`src/rtl/universal_ff_bank.sv`:
```
// Bank of WIDTH independent D/T/SR/JK flip-flops that update on a divided-down tick.
// A free-running divider produces the tick strobe and an observation-only slow_clk square wave.
module universal_ff_bank #(
  parameter int WIDTH   = 8,
  parameter int DIVISOR = 100000000
) (
  input  logic               clk,
  input  logic               reset,
  input  logic [2*WIDTH-1:0] mode,
  input  logic [WIDTH-1:0]   a,
  input  logic [WIDTH-1:0]   b,
  input  logic               err_clr,
  output logic [WIDTH-1:0]   q,
  output logic [WIDTH-1:0]   q_bar,
  output logic               tick,
  output logic               slow_clk,
  output logic [WIDTH-1:0]   sr_err
);

  localparam int CNT_W = (DIVISOR > 1) ? $clog2(DIVISOR) : 1;
  localparam logic [CNT_W-1:0] LAST = CNT_W'(DIVISOR - 1);
  localparam logic [CNT_W-1:0] HALF = CNT_W'(DIVISOR / 2);

  typedef enum logic [1:0] {
    MODE_D  = 2'b00,
    MODE_T  = 2'b01,
    MODE_SR = 2'b10,
    MODE_JK = 2'b11
  } ff_mode_e;

  logic [CNT_W-1:0] counter_q, counter_d;
  logic             slow_clk_q, slow_clk_d;
  logic [WIDTH-1:0] q_q, q_d;
  logic [WIDTH-1:0] q_bar_q, q_bar_d;
  logic [WIDTH-1:0] sr_err_q, sr_err_d;
  logic [WIDTH-1:0] sr_set;

  // SR 11 holds the current value so the output is always defined
  function automatic logic ff_next(input logic [1:0] m, input logic cur,
                                   input logic in_a, input logic in_b);
    logic nxt;
    nxt = cur;
    case (ff_mode_e'(m))
      MODE_D:  nxt = in_a;
      MODE_T:  nxt = in_a ? ~cur : cur;
      MODE_SR: begin
        case ({in_a, in_b})
          2'b10:   nxt = 1'b1;
          2'b01:   nxt = 1'b0;
          default: nxt = cur;
        endcase
      end
      MODE_JK: begin
        case ({in_a, in_b})
          2'b10:   nxt = 1'b1;
          2'b01:   nxt = 1'b0;
          2'b11:   nxt = ~cur;
          default: nxt = cur;
        endcase
      end
      default: nxt = cur;
    endcase
    return nxt;
  endfunction

  // Divider, tick strobe and per-channel next state
  always_comb begin
    tick       = 1'b0;
    counter_d  = counter_q;
    slow_clk_d = (counter_q < HALF);
    q_d        = q_q;
    sr_set     = '0;
    if (reset) begin
      tick = 1'b0;
    end else begin
      tick = (counter_q == LAST);
    end
    if (counter_q == LAST) begin
      counter_d = '0;
    end else begin
      counter_d = counter_q + CNT_W'(1);
    end
    for (int i = 0; i < WIDTH; i++) begin
      if (tick) begin
        q_d[i]    = ff_next(mode[2*i +: 2], q_q[i], a[i], b[i]);
        sr_set[i] = (mode[2*i +: 2] == MODE_SR) && a[i] && b[i];
      end else begin
        q_d[i]    = q_q[i];
        sr_set[i] = 1'b0;
      end
    end
    // A coincident set beats the clear for that channel only
    if (err_clr) begin
      sr_err_d = sr_set;
    end else begin
      sr_err_d = sr_err_q | sr_set;
    end
    q_bar_d = ~q_d;
  end

  // State registers with synchronous reset
  always_ff @(posedge clk) begin
    if (reset) begin
      counter_q  <= '0;
      slow_clk_q <= 1'b0;
      q_q        <= '0;
      q_bar_q    <= '1;
      sr_err_q   <= '0;
    end else begin
      counter_q  <= counter_d;
      slow_clk_q <= slow_clk_d;
      q_q        <= q_d;
      q_bar_q    <= q_bar_d;
      sr_err_q   <= sr_err_d;
    end
  end

  assign q        = q_q;
  assign q_bar    = q_bar_q;
  assign slow_clk = slow_clk_q;
  assign sr_err   = sr_err_q;

endmodule

```
`config.mk`:
```
export PLATFORM = sky130hd
export DESIGN_NAME = universal_ff_bank
export DESIGN_NICKNAME = d
export VERILOG_FILES = /design/src/rtl/universal_ff_bank.sv
export SDC_FILE = /design/constraint.sdc
export NUM_CORES = 1
export LEC_CHECK = 0
export CORE_MARGIN = 1.5
export CORE_UTILIZATION = 40
export CTS_BUF_LIST = sky130_fd_sc_hd__clkbuf_16
export CTS_CLUSTER_DIAMETER = 120
export CTS_CLUSTER_SIZE = 30
export DETAILED_ROUTE_END_ITERATION = 10
export GPL_ROUTABILITY_DRIVEN = 1
export PLACE_DENSITY = 0.65
export SLEW_MARGIN = 20
export SYNTH_ARGS = -nofsm -noshare
export SYNTH_HDL_FRONTEND = slang
export SYNTH_SLANG_ARGS = --single-unit
```
`constraint.sdc`:
```
create_clock -name clk -period 2.4 [get_ports clk]
set_clock_uncertainty 0.15 [all_clocks]
set_input_delay 0.24 -clock clk [delete_from_list [all_inputs] [get_ports clk]]
set_output_delay 0.24 -clock clk [all_outputs]
set_load 0.005 [all_outputs]
```
**Word level (Yosys, flattened, before mapping)**

Cells that the tools add are included.

- Register bits: 52
- Input port bits: 35
- Word-level logic and storage cells: 141

- $add $sub $neg: 1
- Order comparisons: 1
- Equal/unequal tests: 49
- Muxes and demuxes: 50
- Bitwise operators: 10
- Reductions and logical operators: 25

Operators by type and width:

| cell | count |
|---|---|
| 2-bit equality test (second input constant) | 32 |
| 2-bit by 1-bit equality test with 1-bit output (second input constant) | 16 |
| 1-bit case mux with 4 select lines | 8 |
| 27-bit by 1-bit adder with 27-bit output (second input constant) | 1 |
| 27-bit equality test (second input constant) | 1 |
| 27-bit by 26-bit < comparator with 1-bit output (second input constant) | 1 |
| 1-bit two-way mux | 25 |
| 1-bit case mux with 3 select lines | 8 |
| 1-bit logical AND | 16 |
| 2-bit logical NOT | 8 |
| 1-bit case mux with 2 select lines | 8 |
| 8-bit two-way mux | 1 |
| 1-bit inverter | 8 |
| 8-bit inverter | 1 |
| 8-bit bitwise OR | 1 |
| 2-bit OR reduction | 1 |

**Longest topological paths before layout**

Gate-level depths: netlist (run 1).

- Depth after elaboration: 6
- Gate-level depth with buffers: 7

**Least setup slack after synthesis (run 1)**

Ideal clock, no wire load.

- Kind: reg-to-reg
- From: register counter_q[0]
- To: register q_bar_q[6], in the netlist q_bar[6]
- Setup time: 0.120 ns
- Arrival time: 2.121 ns
- Data required time: 2.130 ns
- Setup slack: 0.009 ns
- Cell stages (with the launch flop): 7
- Path buffers: 1
- Cells stage by stage: dfxtp_1 ha_1 nand4_1 nor4_1 buf_2 a21oi_1 a211o_1

- Longest elaborated chain between the ends: 4

RTL lines:

| what | RTL line | RTL |
|---|---|---|
| from (decl) | 31 | `logic [CNT_W-1:0] counter_q, counter_d;` |
| from (signal assigned) | 110 | `counter_q <= counter_d;` |
| 27-bit equality test | 76 | `tick = (counter_q == LAST);` |
| 1-bit two-way mux | 73 | `if (reset) begin` |
| 1-bit two-way mux | 84 | `if (tick) begin` |
| 8-bit inverter | 98 | `q_bar_d = ~q_d;` |
| to (signal assigned) | 113 | `q_bar_q <= q_bar_d;` |
| to (decl) | 34 | `logic [WIDTH-1:0] q_bar_q, q_bar_d;` |

Every way passes these cells.
A chain may end at the register's enable or synchronous reset.

**Final worst setup path (run 1)**

- From: register counter_q[9]
- To: output tick

- Longest elaborated chain between the ends: 2

RTL lines:

| what | RTL line | RTL |
|---|---|---|
| 27-bit equality test | 76 |  |
| 1-bit two-way mux | 73 |  |
| to (decl) | 15 | `output logic tick,` |

Every way passes these cells.

==> key figures, run 1 <==
Worst setup path
  • R2r endpoint: q[3]$_SDFF_PP0_
  • Reg2reg setup slack: 0.13 ns
  • Max stage delay on crit path: 0.54 ns
  • Buf/Inv on CP: 1
  • Crit Path Class: register to output port
  • Worst Path Max Fanout: 2
  • CP cell instances: or4_4 -> or4_4 -> nor4_2 -> buf_2
  • CP delay by family, top: simple AND/OR/NAND/NOR gates
  • CP arrival: 1.92 ns
  • Slowest-stage cell, CP: or4_4
  • Critical R2R Launch: counter_q[19]$_SDFF_PP0_
  • CP startpoint kind: register
  • Worst r2r path cells: 6
  • CP dominant cell by count: or4_4
  • Worst EP required: 2.01 ns
  • Crit end category: output port

Detailed routing
  • Post-Route WL: 7400 um
  • Initial DRT Pass Iterations: 5
  • Drt first-iter violations: 166
  • Drc violations: 0
  • Via/cell ratio: 5.57
  • Routed WL per cell: 14.3 um
  • Via count: 2,872
  • Post-DRT Antenna Nets: 0

Run
  • Max Cap Viol: 0

Timing
  • Final setup violation count: 0
  • Slew headroom: 0.726
  • Fin worst setup slack: 0.0884 ns
  • Final Hold Vio Count: 0
  • Fin Hold WS: 0.319 ns
  • Fmax: 433 MHz
  • Period minus WS final: 2.31 ns
  • Slew Limit Fails: 0
  • RSZ-0062 raised after global routing: no
  • Final Cycle Share: 0.963
  • Slew @ Worst Pin: 0.411 ns

Synthesis
  • Distinct cells, synth: 47
  • Post-Syn Area: 0.00287 mm2
  • Syn avg cell area: 8.43 um2
  • Cells after synthesis: 340
  • Post-synth net total: 384
  • Seq cells post-synth: 52
  • Post-synth EDFFs: 0
  • YS warnings: 0
  • FFs w/ async S/R, synth: 0
  • Sequential-to-total area share from yosys stat: 0.363
  • Synth Flop Type: dfxtp_1

Power and ir drop
  • Switching pwr: 0.000417 W
  • Clock power share: 0.431
  • Sequential Power Share: 0.468
  • Int Pwr: 0.00147 W
  • Comb pwr share: 0.102
  • Maximum vdd drop: 273 uV
  • Switching part of the total: 0.221
  • Leak pwr: 1.37 nW
  • PD cells: 482 mW/mm2

Global routing
  • Pin count of the biggest net entering global routing: 39
  • GR Layer Usage met2: 0.323
  • Busiest grt layer: met2
  • GR Util met1: 0.266
  • Vias in the first global route: 2,492
  • All-layer global routing usage: 0.193
  • First-pass GRT wire length: 11,900 um
  • Met3 usage: 0.0302
  • Initial antenna violation count: 0
  • Total global routing overflow: 0

Clocking
  • Max Buffers Root-to-Sink: 2
  • Worst-path clk slew: 0.07 ns
  • Clk sinks: 52
  • CTS Buf Count: 5
  • Root buffer cell: clkbuf_16
  • H-tree Lvls: 2
  • Clk Latency, worst-skew pair: 0.29 ns
  • CTS tree: yes
  • Post-CTS Setup Bufs: 0

Placed design
  • Placed cells: 508
  • HPWL after DPL: 5440 um
  • Buffers on Ports: 60
  • Pre-CTS WS: -0.0761 ns
  • GPL Wtd Cong: 0.860

Layout
  • Most common cell after layout, fill and taps aside: clkdlybuf4s50_1
  • Synthesis-to-finish area growth: 36.8%
  • Share of layout cells above drive strength 1: 0.114
  • NumNets Final: 463
  • Diode count: 0
  • Fillers: 643
  • Most frequent cells in the layout: clkdlybuf4s50_1 (59), dfxtp_1 (51), a21oi_1 (30)
  • Final Non-Filler Cells: 516

Hold path
  • Hold Path Class: register to register
  • Worst Hold Path Cells: 2
  • Hold Path Sink: sr_err[6]$_SDFF_PP0_
  • Worst hold start: sr_err[6]$_SDFF_PP0_

Die
  • Die area: 0.00769 mm2
  • Initial Util: 0.417
  • I/O pins: 61
  • Die W: 87.7 um
  • Standard-cell row count: 30
  • Core ar.: 0.00687 mm2
  • Chip height: 87.7 um

Run status
  • Status: complete, no violations
[layer usage]
layer,wire length [um],vias to the layer above
met4,43,0
met1,3560,1341
met2,3400,87
met3,398,4
li1,-,1440
met5,0,-
[area by class of cell]
class	count	area (um2)	area share
Clock inverter	3	47.5	0.0121
Timing Repair Buffer	86	816	0.208
Sequential cell	52	1040	0.266
Clock buffer	5	125	0.0319
Inverter	13	48.8	0.0124
Tap cell	96	120	0.0306
Multi-Input combinational cell	261	1720	0.439
[worst max path at each step]
stage	cells after the start	startpoint	slack, ns	endpoint
2_1_floorplan	6	counter_q[0]$_SDFF_PP0_	0.009	q_bar[6]$_SDFF_PP1_
3_3_place_gp	4	counter_q[19]$_SDFF_PP0_	-0.04	tick
3_5_place_dp	4	counter_q[19]$_SDFF_PP0_	-0.08	tick
4_1_cts	4	counter_q[9]$_SDFF_PP0_	-0.06	tick
5_1_grt	4	counter_q[9]$_SDFF_PP0_	0.02	tick
6_report	4	counter_q[9]$_SDFF_PP0_	0.09	tick
[what timing repair did]
| item | 4_1_cts | 5_1_grt |
|---|---|---|
| setup endpoints to repair | 1 | 19 |
| resized for setup | 8 | 1 |
| hold buffers | 0 | 0 |
| pin swaps | 3 | 1 |
[flip-flops by register name (all words and copies together), names as in the netlist]
name,count
slow_clk,1
counter_q,27
q,8
sr_err,8
q_bar,8
[worst min-delay path, stage by stage (launching register included)]
cell and delay, ns:
dfxtp_1 0.31, nand2b_1 0.06, a21oi_1 0.05
[cell usage after synthesis, drive strengths merged, types with 8 or more instances]
cell	count	area, um2
nor2	25	93.8
or4	9	67.6
o21ai	8	40.0
dfxtp	52	1040
nand4	9	56.3
nand2	20	75.1
buf	8	53.8
nand2b	14	87.6
a211o	8	73.8
nand3	22	110
a31oi	8	50.1
inv	13	48.8
nor3	8	51.3
mux2i	9	90.1
ha	9	113
a21oi	30	150
a211oi	17	128
[power groups by stage]
stage	sequential, W	clock [W]	combinational (W)
2_1_floorplan	0.000900	0	0.0000923
3_3_place_gp	0.000903	0	0.000189
3_5_place_dp	0.000903	0	0.000192
4_1_cts	0.000883	0.000836	0.000194
5_1_grt	0.000885	0.000873	0.000214
6_report	0.000884	0.000814	0.000193
[stage by stage]
stage | area (um2) | power, W | utilization | setup TNS, ns
6_report | 3920 | 0.00189 | 0.571 | 0
5_1_grt | 3920 | 0.00197 | 0.571 | 0
4_1_cts | 3920 | 0.00191 | 0.571 | -0.0603
3_5_place_dp | 3740 | 0.00109 | 0.544 | -0.0761
3_3_place_gp | 3740 | 0.00109 | 0.544 | -0.0446
2_1_floorplan | 2870 | 0.000992 | - | 0
[kinds of logic (layout without fill, tap and decap cells)]
family,count (synthesis),count (layout),synth area share
AOI/OAI and AO/OA,93,93,0.214
buffers and inverters,27,107,0.0441
and+or+nand+nor,139,139,0.274
muxes,10,10,0.0353
xor gates and xnor gates,10,10,0.0305
DFF,52,52,0.363
adders and majority gates,9,9,0.0393
No activity file was read; power rests on OpenSTA's default activity.
==> run 2: changes to the inputs <==
Settings changed: ABC_AREA set to 1, CORE_UTILIZATION 40 to 47, CTS_CLUSTER_SIZE 30 to not set, PLACE_DENSITY 0.65 to 0.73.
==> run 2 against run 1 <==
  * The flow now finishes with violations (DRC)
  * Highest routed layer unchanged
  * Core utilization grew 6.1 points
  * Count of clock-buffer cells in the layout unchanged
  * Sequential share of layout area fell by 0.85 points
  * Sequential cell count did not move
  * Die area fell by 6.0%
==> key figures, run 2 <==
Run status
  • Status: finished with violations
  • Failing checks: DRC

Layout
  • Reg with most FFs: counter_q
  • NumNets Final: 626 (+35%)
  • Max FFs per register: 27 (unchanged)
  • Synthesis-to-finish area growth: 28.5%
  • Diode count: 0 (unchanged)
  • Most common cell after layout, fill and taps aside: nand2_1
  • Share of layout cells above drive strength 1: 0.0566 (-0.0577)
  • Most frequent cells in the layout: nand2_1 (168), inv_1 (70), nor2_1 (67)

Synthesis
  • Largest family of logic cells by synthesized area: simple AND/OR/NAND/NOR gates
  • Post-synthesis mux area share: 0 (-0.0353)
  • Count leader, synth: nand2_1
  • Top cells by count, synth: nand2_1 (168), inv_1 (70), nor2_1 (68)
  • Post-Syn Area: 0.00316 mm2 (+10%)
  • Share of the synthesized area in the top cell type: 0.330 (-0.0335)
  • Synth area leaders: dfxtp_1 (33%), nand2_1 (20%), inv_1 (8.3%), nor2_1 (8.1%), nand3_1 (7.1%)
  • Post-Synth Adder-Cell Area: 0.0356 (-0.00362)
  • Post-synthesis compound-gate area fraction: 0.0820 (-0.132)
  • Post-synth net total: 556 (+45%)
  • Post-synth EDFFs: 0 (unchanged)
  • Distinct cells, synth: 28 (-40%)
  • Seq cells post-synth: 52 (unchanged)
  • Area leader, netlist: dfxtp_1
  • FFs w/ async S/R, synth: 0 (unchanged)
  • Synth Flop Type: dfxtp_1
  • YS warnings: 0 (unchanged)
  • Synth Area in Simple Gates: 0.430 (+0.156)
  • Post-Synth XOR/XNOR Area: 0.0277 (-0.00282)
  • Cells after synthesis: 512 (+51%)
  • Syn avg cell area: 6.17 um2 (-27%)
  • Sequential-to-total area share from yosys stat: 0.330 (-0.0335)

Power and ir drop
  • PD cells: 463 mW/mm2 (-3.8%)
  • Leak pwr: 1.76 nW (+29%)
  • Maximum vdd drop: 313 uV (+15%)

Run
  • Max Cap Viol: 0 (unchanged)

Clocking
  • Root buffer cell: clkbuf_16
  • CTS tree: yes
  • Clk sinks: 52 (unchanged)
  • CTS Buf Count: 5 (unchanged)
  • H-tree Lvls: 2 (unchanged)
  • Worst-path clk slew: 0.06 ns (about the same)
  • Hold buffer count at CTS: 0 (unchanged)
  • Max Buffers Root-to-Sink: 2 (unchanged)
  • Clk Latency, worst-skew pair: 0.29 ns (about the same)

Detailed routing
  • Drc violations: 1 (+1)
  • Post-Route WL: 7940 um (+7.3%)
  • Via count: 3,380 (+18%)
  • Drt first-iter violations: 277 (+67%)
  • Post-DRT Antenna Nets: 0 (unchanged)
  • Via/cell ratio: 5.12 (-8.0%)
  • Routed WL per cell: 12.0 um (-16%)
  • Initial DRT Pass Iterations: 8 (+3)

Global routing
  • All-layer global routing usage: 0.228 (+0.0354)
  • Total global routing overflow: 0 (unchanged)
  • First-pass GRT wire length: 13,600 um (+14%)
  • Initial antenna violation count: 0 (unchanged)
  • Vias in the first global route: 3,124 (+25%)
  • Pin count of the biggest net entering global routing: 25 (-36%)

Placed design
  • Pre-CTS WS: 0.303 ns (+0.379 ns)
  • Buffers on Ports: 60 (unchanged)
  • HPWL after DPL: 6150 um (+13%)
  • GPL Wtd Cong: 0.948 (+10%)

Worst setup path
  • Reg2reg setup slack: 0.51 ns (+0.38 ns)
  • Worst Path Max Fanout: 5 (+3)
  • CP arrival: 1.56 ns (-0.36 ns)
  • Crit Path Class: register to output port
  • CP startpoint kind: register
  • Crit end category: output port
  • Worst EP required: 2.01 ns (about the same)

Timing
  • RSZ-0062 raised after global routing: no
  • Slew headroom: 0.591 (-0.135)
  • Slew @ Worst Pin: 0.611 ns (+0.200 ns)
  • Period minus WS final: 1.95 ns (-0.358 ns)
  • Fmax: 512 MHz (+18%)
  • Slew Limit Fails: 0 (unchanged)
  • Final Cycle Share: 0.814 (-0.149)
  • Final setup violation count: 0 (unchanged)
  • Final Hold Vio Count: 0 (unchanged)
  • Fin worst setup slack: 0.446 ns (+0.358 ns)
  • Post-Route Setup TNS: 0 ns (unchanged)

Die
  • Die W: 85.0 um (-3.1%)
  • Chip height: 85.0 um (-3.1%)
  • Standard-cell row count: 29 (-3.3%)
  • Initial Util: 0.492 (+0.0744)
  • Core ar.: 0.00642 mm2 (-6.5%)
  • Die area: 0.00722 mm2 (-6.0%)
  • I/O pins: 61 (unchanged)

Hold path
  • Hold Path Class: register to register
[run 2: area by class of cell]
cell class / instances / area (um2)
clock buffer: 5 / 125
clock inverter: 3 / 37.5
fill: 627 / 2360
inverter: 71 / 267
multi-input combinational: 384 / 1830
sequential: 52 / 1040
tap: 77 / 96.3
timing repair buffer: 68 / 663
[run 2: path summary, 6_finish.rpt]
kind | startpoint | endpoint | cells after the start
max | counter_q[0]$_SDFF_PP0_ | tick | 8
min | counter_q[0]$_SDFF_PP0_ | counter_q[0]$_SDFF_PP0_ | 1
max reg2reg | counter_q[0]$_SDFF_PP0_ | counter_q[7]$_SDFF_PP0_ | 9
min reg2reg | counter_q[0]$_SDFF_PP0_ | counter_q[0]$_SDFF_PP0_ | 1
[run 2: report_power, final]
part           total (W)  internal (W)  switching, W
clock network   0.000797      0.000485      0.000311
logic           0.000212      0.000103      0.000108
registers       0.000872      0.000868    0.00000407
total            0.00188       0.00146      0.000424
[run 2: critical path: stages (launching register included)]
cell	delay, ns
dfxtp_2	0.35
ha_2	0.20
nand3_2	0.11
inv_2	0.12
nand2_4	0.09
nor2_4	0.11
nand3_1	0.11
inv_1	0.07
dlymetal6s2s_1	0.13
[run 2: cells by family (layout without fill, tap and decap cells)]
family / Yosys count / in the layout
simple gates: 316 / 316
buf+inv: 76 / 147
flops: 52 / 52
compound gates: 49 / 49
xor+xnor: 10 / 10
fa+ha+maj: 9 / 9
[run 2: timing repair]
action / CTS / global route
buffers inserted: 0 / 1
setup endpoints to repair: 1 / 1
pin swaps: 0 / 1
resized for setup: 2 / 4
endpoints found under the hold margin: 0 / 0
[run 2: through the flow]
step                power [W]  hold slack, ns  utilization  std cells  area [um2]
floorplan             0.00100           0.259            -        512        3160
global placement      0.00109           0.294        0.603        651        3870
detailed placement    0.00110           0.303        0.603        651        3870
CTS                   0.00190           0.282        0.629        659        4040
global route          0.00196           0.297        0.632        660        4060
finish                0.00188           0.279        0.632        660        4060
[run 2: per-layer routing]
layer	vias to the layer above	part of all wire	wire length, um	track usage
li1	1768	-	-	-
met5	-	0	0	0
met2	91	0.49	3860	0.397
met3	7	0.060	474	0.0486
met4	0	0.0076	60	0.0477
met1	1514	0.45	3550	0.292
